`config.mk`:
```
export PLATFORM = sky130hd
export DESIGN_NAME = myproject_mul_pipe_sxu
export DESIGN_NICKNAME = d
export VERILOG_FILES = /design/src/rtl/myproject_mul_pipe_sxu.sv
export SDC_FILE = /design/constraint.sdc
export NUM_CORES = 1
export LEC_CHECK = 0
export CORE_ASPECT_RATIO = 0.7
export CORE_MARGIN = 1.5
export CORE_UTILIZATION = 42
export CTS_CLUSTER_DIAMETER = 40
export DETAILED_ROUTE_END_ITERATION = 8
export SLEW_MARGIN = 30
export SYNTH_ARGS = -nofsm -noshare
export SYNTH_HDL_FRONTEND = slang
export SYNTH_SLANG_ARGS = --single-unit
export TNS_END_PERCENT = 5
```
`constraint.sdc`:
```
create_clock -name ap_clk -period 2.4 [get_ports ap_clk]
set_clock_uncertainty 0.1 [all_clocks]
set_input_delay 0.48 -clock ap_clk [delete_from_list [all_inputs] [get_ports ap_clk]]
set_output_delay 0.48 -clock ap_clk [all_outputs]
set_load 0.05 [all_outputs]
```
`src/rtl/myproject_mul_pipe_sxu.sv`:
```
// myproject_mul_pipe_sxu: pipelined signed x unsigned multiplier with round/saturate and per-stage backpressure
module myproject_mul_pipe_sxu #(
  parameter int DIN0_WIDTH = 18,
  parameter int DIN1_WIDTH = 17,
  parameter int DOUT_WIDTH = 26,
  parameter int NUM_STAGE  = 3,
  parameter int SHIFT      = 0,
  parameter int ROUND      = 0,
  parameter int SAT        = 1
) (
  input  logic                  ap_clk,
  input  logic                  ap_rst_n,
  input  logic [DIN0_WIDTH-1:0] din0,
  input  logic [DIN1_WIDTH-1:0] din1,
  input  logic                  in_valid,
  output logic                  in_ready,
  output logic [DOUT_WIDTH-1:0] dout,
  output logic                  dout_sat,
  output logic                  out_valid,
  input  logic                  out_ready
);
  localparam int P  = DIN0_WIDTH + DIN1_WIDTH;
  localparam int PW = P + 1;
  localparam logic signed [P:0] RND = (ROUND != 0 && SHIFT > 0) ? (PW'(1) << SHIFT) >> 1 : '0;
  localparam logic signed [P:0] HI  = (PW'(1) << (DOUT_WIDTH - 1)) - PW'(1);
  localparam logic signed [P:0] LO  = -(PW'(1) << (DOUT_WIDTH - 1));
  logic [NUM_STAGE-1:0]  v, vin, adv;
  logic signed [P-1:0]   prod, tail;
  logic signed [P:0]     r;
  logic                  ovf;
  logic [DOUT_WIDTH-1:0] res;
  assign prod      = P'($signed(din0)) * P'($signed({1'b0, din1}));
  assign vin       = NUM_STAGE'({v, in_valid});
  assign in_ready  = adv[0];
  assign out_valid = v[NUM_STAGE-1];
  always_comb
    for (int k = 0; k < NUM_STAGE; k++)
      adv[k] = out_ready | ~&(v | ((NUM_STAGE'(1) << k) - NUM_STAGE'(1)));
  always_comb begin
    r   = $signed({tail[P-1], tail} + RND) >>> SHIFT;
    ovf = r > HI || r < LO;
    res = (ovf && SAT != 0) ? (r[P] ? LO[DOUT_WIDTH-1:0] : HI[DOUT_WIDTH-1:0]) : r[DOUT_WIDTH-1:0];
  end
  if (NUM_STAGE == 1) begin : g_one
    assign tail = prod;
  end else begin : g_pipe
    logic signed [P-1:0] pipe [NUM_STAGE-1];
    always_ff @(posedge ap_clk or negedge ap_rst_n)
      if (!ap_rst_n)
        for (int k = 0; k < NUM_STAGE - 1; k++) pipe[k] <= '0;
      else
        for (int k = 0; k < NUM_STAGE - 1; k++)
          if (adv[k] && vin[k]) pipe[k] <= (k == 0) ? prod : pipe[(k == 0) ? 0 : k - 1];
    assign tail = pipe[NUM_STAGE-2];
  end
  always_ff @(posedge ap_clk or negedge ap_rst_n)
    if (!ap_rst_n) begin
      v        <= '0;
      dout     <= '0;
      dout_sat <= '0;
    end else begin
      for (int k = 0; k < NUM_STAGE; k++) if (adv[k]) v[k] <= vin[k];
      if (adv[NUM_STAGE-1] && vin[NUM_STAGE-1]) begin
        dout     <= res;
        dout_sat <= ovf;
      end
    end
endmodule
```
==> summary.txt, run 1 <==
Route
  – ANT nets after route: 0
  – 1st-pass router iterations: 5
  – Final wirelength: roughly 38,000 um
  – Vias: about 11,000
  – Post-DR wirelength/cell: between 15 and 20 um
  – Via/cell ratio: just under 5
  – Number of remaining DRC errors: 0
  – Initial DRC count: 595

Yosys
  – Yosys cell types: 52
  – Mean cell area of the mapped netlist: ~9.5 um2
  – Synth Register Bits: 100
  – Cells after synthesis: ~1,600
  – Syn Nets: 2,030
  – Register area share after synthesis: about 17%
  – Ys async rst share: 100%
  – Ys flop type: dfrtp_1
  – Yosys Warn Count: 0
  – Post-synth EDFFs: 0
  – Synthesized area: roughly 0.015 mm2

Timing
  – Final Hold Fails: 0
  – Slew headroom: 62.8%
  – Final Cycle Share: 243%
  – Worst Slack Setup Final: -3.44 ns
  – Fmax: approximately 170 MHz
  – Minimum clock period: between 5 and 6 ns
  – Least-Margin Pin Slew: between 0.5 and 0.6 ns
  – Unrepaired setup endpoints after global routing: yes
  – Endpoints failing setup: 32
  – Slew Viols, Final: 0

Critical path
  – Crit path launch type: primary input
  – Crit-path max cell delay: around 0.58 ns
  – Cells along the critical path: buf_8 > buf_12 > buf_6 > and2_1 > fa_1 > inv_1 > fa_2 > inv_1 > ha_2 > fa_1 > fa_1 > fa_2 > ha_4 > a21oi_4 > nand2_2 > o2111ai_4 > a31oi_4 > a221oi_4 > o31ai_4 > a31o_1 > a221o_1
  – CP max-delay cell: fa_2
  – CP Buf/Inv Count: 5
  – Critical path arrival: roughly 6 ns
  – Crit Path Class: in2reg
  – CP top delay family: adder cells
  – Most frequent cell on the critical path: fa_1
  – Critical Path End Type: flop
  – CP required: 2.53 ns
  – Critical Path Fanout Max: 7

CTS
  – CTS Hold Bufs: 0
  – Max H-tree Level: 3
  – CTS tree: yes
  – Root buffer cell: clkbuf_16
  – Clock Tree Buf Depth: 2
  – Worst-Skew Late Latency: 0.34 ns
  – Num CTS Buffers: 9
  – CTS Sinks: 100
  – Clock Pin Slew Worst Setup and Hold Paths: roughly 0.07 ns

Final layout
  – Final instance area: just under 0.02 mm2
  – Area Overhead vs Synth: 29.0%
  – Layout net count: 2,292
  – # diodes: 0
  – Layout cells sized above 1: approximately a quarter

Floorplan
  – Die W: 230 um
  – Total core area: 0.0351 mm2
  – I/O pin cnt: between 60 and 70
  – Die Ht: about 160 um
  – Die area: roughly 0.037 mm2
  – Initial core utilization: between 40% and 50%
  – Rows: 57

Status
  – Outcome: complete, but fails checks
  – Failing checks: negative setup slack

Global route
  – GRT Residual Overflow: 0
  – Antenna violations before repair: 0
  – Total Routing Usage GR: between 20% and 30%
  – Global-route wire length before repair: 62,500 um
  – Maximum number of pins on one net before global-route repair: between 100 and 150
  – Vias in the first global route: ~13,000

Placed design
  – DP Worst Slack: -4.40 ns
  – RD Place Congestion: 0.864
  – PortBufs: 67
  – Cell Area, Placed: 0.0179 mm2
  – Hpwl dp: between 20,000 and 30,000 um

Min path
  – Tightest Hold Check Type: in2async

Run
  – Max_cap viols: 0
synthesized netlist by cell type (all sizes together), types with 2 or more instances:
cell,number,area share [%]
fa,306,40
ha,87,7.2
a21bo,2,0.13
a21oi,53,1.8
nand3,8,0.26
nand4,2,0.083
nor3b,2,0.099
nor2,40,0.99
nor2b,2,0.083
xor2,15,0.87
o22ai,2,0.083
o211ai,5,0.28
inv,363,9.0
nand2b,9,0.37
o31ai,2,0.19
o21a,3,0.15
dfrtp,100,17
and4,3,0.17
nand2,246,6.1
clkbuf,63,1.6
and2,151,6.2
a21o,16,0.79
xnor2,17,0.98
and3,4,0.17
a211oi,5,0.25
o21ai,33,1.1
a31o,2,0.12
a31oi,2,0.18
mux2,35,2.6
a221o,4,0.26
logic make-up (layout without fill, tap and decap cells):
kind of cell / after synthesis / after routing / share of synthesized area [%]
compound gates: 139 / 140 / 6.08
flops: 100 / 100 / 16.5
xor+xnor: 32 / 32 / 1.85
buf+inv: 427 / 693 / 10.6
mux: 35 / 35 / 2.60
simple gates: 472 / 472 / 14.8
fa+ha+maj: 393 / 393 / 47.6
cell type report:
type,instances,area [um2]
inverter,363,1370
fill,3108,15500
clock buffer,10,239
sequential,100,2500
multi-input combinational,1072,11700
tap,472,591
timing repair buffer,314,3070
clock inverter,6,86.3
flip-flops by register name, indices dropped and copies added, names as in the netlist:
name / count
dout: 26
dout_sat: 1
g_pipe.pipe: 35
tail: 35
v: 3
metal layers:
metal	global-route usage (%)	up-vias	share of wire, %
met2	34.7	200	48
met3	3.62	51	5.0
met5	0	-	0
li1	-	5275	-
met4	3.65	0	1.6
met1	29.4	5935	45
metrics by stage:
stage	hold slack [ns]	instances	TNS (ns)	util, %
2_1_floorplan	0.0844	1598	-87.38	-
3_3_place_gp	0.358	2262	-111.72	51.0
3_5_place_dp	0.367	2262	-112.57	51.0
4_1_cts	0.110	2327	-85.29	54.7
5_1_grt	0.131	2337	-88.94	55.7
6_report	0.0791	2337	-84.03	55.7
cells in the final DEF, fill, tap and decap left out, types with 31 or more instances in the layout:
master	count
fa_2	31
nor2_1	38
ha_1	61
buf_4	185
buf_6	40
a21oi_1	36
dfrtp_1	100
inv_2	31
and2_1	134
fa_1	275
nand2_1	228
mux2_2	35
inv_1	331
timing repair:
action / 4_1_cts / 5_1_grt
buffers inserted: 37 / 18
cloned: 12 / 0
gates resized for setup: 272 / 124
pin swaps: 116 / 105
setup endpoints to repair: 32 / 32
final timing paths:
check | start | to | slack (ns) | depth (start not counted)
worst max-delay path | din1[6] | g_pipe.pipe[68]$_DFFE_PN0P_ | -3.44 | 21
worst min-delay path | ap_rst_n | tail[34]$_DFFE_PN0P_ | 0.08 | 2
worst max register to register | v[2]$_DFFE_PN0N_ | g_pipe.pipe[57]$_DFFE_PN0P_ | 0.67 | 5
worst min register to register | g_pipe.pipe[35]$_DFFE_PN0P_ | g_pipe.pipe[35]$_DFFE_PN0P_ | 0.38 | 2
max in group asynchronous | ap_rst_n | g_pipe.pipe[39]$_DFFE_PN0P_ | 1.69 | 2
min in group ap_clk | g_pipe.pipe[35]$_DFFE_PN0P_ | g_pipe.pipe[35]$_DFFE_PN0P_ | 0.38 | 2
Power of run 1 is not shown: default switching activity piles up to over one toggle a cycle in this logic, so the estimate is an artifact.
==> inputs of run 2 (changes only) <==
- clock period: 2.4 -> 6 ns (I/O delays scaled with it)
==> summary.txt, run 2 (synthesized netlist as in run 1, its figures left out) <==
Route
  – Number of remaining DRC errors: 0 (unchanged)
  – Via/cell ratio: 4.84 (-1.4%)
  – Vias: 11,300 (-0.99%)
  – Initial DRC count: 610 (+2.5%)
  – 1st-pass router iterations: 5 (unchanged)
  – Final wirelength: 37,000 um (-1.6%)
  – ANT nets after route: 0 (unchanged)
  – Post-DR wirelength/cell: 15.8 um (-2.0%)

Placed design
  – DP Cell Count: 2,262 (unchanged)
  – RD Place Congestion: 0.842 (-2.6%)
  – Hpwl dp: 29,400 um (+1.0%)
  – PortBufs: 67 (unchanged)

Min path
  – Hold EP: g_pipe.pipe[35]$_DFFE_PN0P_
  – Worst hold stages: 2
  – HP Start: g_pipe.pipe[35]$_DFFE_PN0P_
  – Tightest Hold Check Type: reg2reg

Timing
  – Minimum clock period: between 6 and 7 ns
  – Unrepaired setup endpoints after global routing: yes
  – Fmax: between 150 and 200 MHz
  – Least-Margin Pin Slew: 0.964 ns (+0.406 ns)
  – Worst Slack Setup Final: -0.599 ns (+2.84 ns)
  – Final Cycle Share: 110%
  – Endpoints failing setup: 17 (-47%)
  – Slew headroom: 35.7% (-27 points)
  – Final Hold Fails: 0 (unchanged)
  – Slew Viols, Final: 0 (unchanged)
  – Setup TNS: -6.86 ns (+77.17 ns)

Global route
  – Global-route wire length before repair: 62,100 um (-0.60%)
  – Maximum number of pins on one net before global-route repair: 67 (-34%)
  – Antenna violations before repair: 1 (+1)
  – GRT Residual Overflow: 0 (unchanged)
  – Top Usage Layer GRT: met2
  – GR Util met3: 2.67% (-0.95 points)
  – Global-route track usage on met2: 35.1% (+0.48 points)
  – Total Routing Usage GR: 20.8% (-0.18 points)
  – Met1 Use GR: 29.6% (+0.21 points)
  – Vias in the first global route: 12,500 (-0.57%)

Critical path
  – CP Buf/Inv Count: 5 (unchanged)
  – Most frequent cell on the critical path: fa_1
  – Crit Path Class: in2reg
  – Crit path launch type: primary input
  – Reg2Reg Setup Slack: 4.02 ns (+3.35 ns)
  – Worst R2R Start: v[2]$_DFFE_PN0N_
  – CP max-delay cell: fa_1
  – Critical Path End Type: flop
  – Critical Path Fanout Max: 6 (-1)
  – Crit-path max cell delay: 0.55 ns (-0.03 ns)
  – Reg2reg end: g_pipe.pipe[57]$_DFFE_PN0P_
  – R2r worst-path depth: 5 (unchanged)
  – CP required: 6.10 ns (+3.57 ns)
  – CP top delay family: adder cells
  – Critical path arrival: 6.70 ns (+0.73 ns)
  – Cells along the critical path: buf_8 > buf_8 > buf_6 > and2_4 > fa_1 > inv_2 > fa_1 > inv_2 > fa_1 > fa_2 > fa_1 > fa_1 > ha_4 > and3_4 > and3_4 > nand4_1 > nand4b_1 > nand2_2 > o311ai_4 > o22a_1 > o211ai_1

Final layout
  – Area Overhead vs Synth: 28.2%
  – Multi-input gate area: 0.0116 mm2 (-0.55%)
  – Commonest non-fill, non-tap cell in the layout: inv_1
  – Finished Layout Cells: 2,346 (+0.39%)
  – Most frequent cells in the layout: inv_1 (338), fa_1 (283), nand2_1 (227), buf_4 (193), and2_1 (133)
  – Layout cells sized above 1: 25.3% (-1.2 points)
  – Register Area: 0.00250 mm2 (unchanged)
  – Number of fill cells: 3,127 (+0.61%)
  – Layout net count: 2,300 (+0.35%)

Floorplan
  – Die area: 0.0373 mm2 (unchanged)
  – Die W: 230 um (unchanged)
  – Rows: 57 (unchanged)
  – I/O pin cnt: 68 (unchanged)
  – Total core area: 0.0351 mm2 (unchanged)
  – Initial core utilization: 43.2% (unchanged)
  – Die Ht: 162 um (unchanged)

Run
  – Max_cap viols: 0 (unchanged)

CTS
  – Worst-Skew Late Latency: 0.33 ns (about the same)
  – CTS tree: yes
  – Num CTS Buffers: 9 (unchanged)
  – Clock Pin Slew Worst Setup and Hold Paths: 0.06 ns (about the same)
  – CTS Hold Bufs: 0 (unchanged)
  – Max H-tree Level: 3 (unchanged)
  – CTS Sinks: 100 (unchanged)
  – Clock Tree Buf Depth: 2 (unchanged)
  – Root buffer cell: clkbuf_16

Status
  – Failing checks: negative setup slack
  – Outcome: complete, but fails checks
run 2: worst min-delay path, stage by stage (launching register included):
cell and delay [ns]:
dfrtp_1 0.35, nand2_1 0.05, nand2_1 0.05
run 2: final cells by class:
type                    instances  share of cell area [%]
diodes                          1                  0.0129
clock buffers                  10                    1.18
clock inverters                 6                   0.335
inverters                     363                    7.02
multi-input cells            1072                    59.9
flip-flops and latches        100                    12.9
well taps                     472                    3.04
repair buffers                322                    15.6
run 2: worst max-delay path by stage:
stage / startpoint / endpoint / cells after the start
2_1_floorplan: din1[5] / g_pipe.pipe[68]$_DFFE_PN0P_ / 19
5_1_grt: din0[10] / g_pipe.pipe[69]$_DFFE_PN0P_ / 20
3_3_place_gp: din0[12] / g_pipe.pipe[69]$_DFFE_PN0P_ / 22
4_1_cts: din0[10] / g_pipe.pipe[69]$_DFFE_PN0P_ / 22
3_5_place_dp: din0[11] / g_pipe.pipe[69]$_DFFE_PN0P_ / 22
6_report: din1[8] / g_pipe.pipe[69]$_DFFE_PN0P_ / 21
run 2: timing repair:
| item | in CTS | in global routing |
|---|---|---|
| setup endpoints to repair | 23 | 22 |
| resized for setup | 245 | 67 |
| cloned | 9 | 0 |
| pin swaps | 111 | 67 |
| setup buffers | 51 | 7 |
run 2: stage by stage:
stage	utilization [%]	hold WS, ns	instance area, um2	setup WS [ns]
after floorplan	-	0.335	15300	-0.633
after global placement	50.8	0.358	17800	-1.47
after detailed placement	50.8	0.361	17800	-1.53
after CTS	54.6	0.375	19200	-0.537
after global routing	55.4	0.397	19400	-0.757
final	55.4	0.377	19400	-0.599
run 2: routing by layer:
layer  routed length [um]  vias to the layer above
met5                    0                        -
met4                  286                        0
met3                 1620                       28
met2                18100                      212
met1                17000                     5833
li1                     -                     5274
Power of run 2 is left out for the same reason.
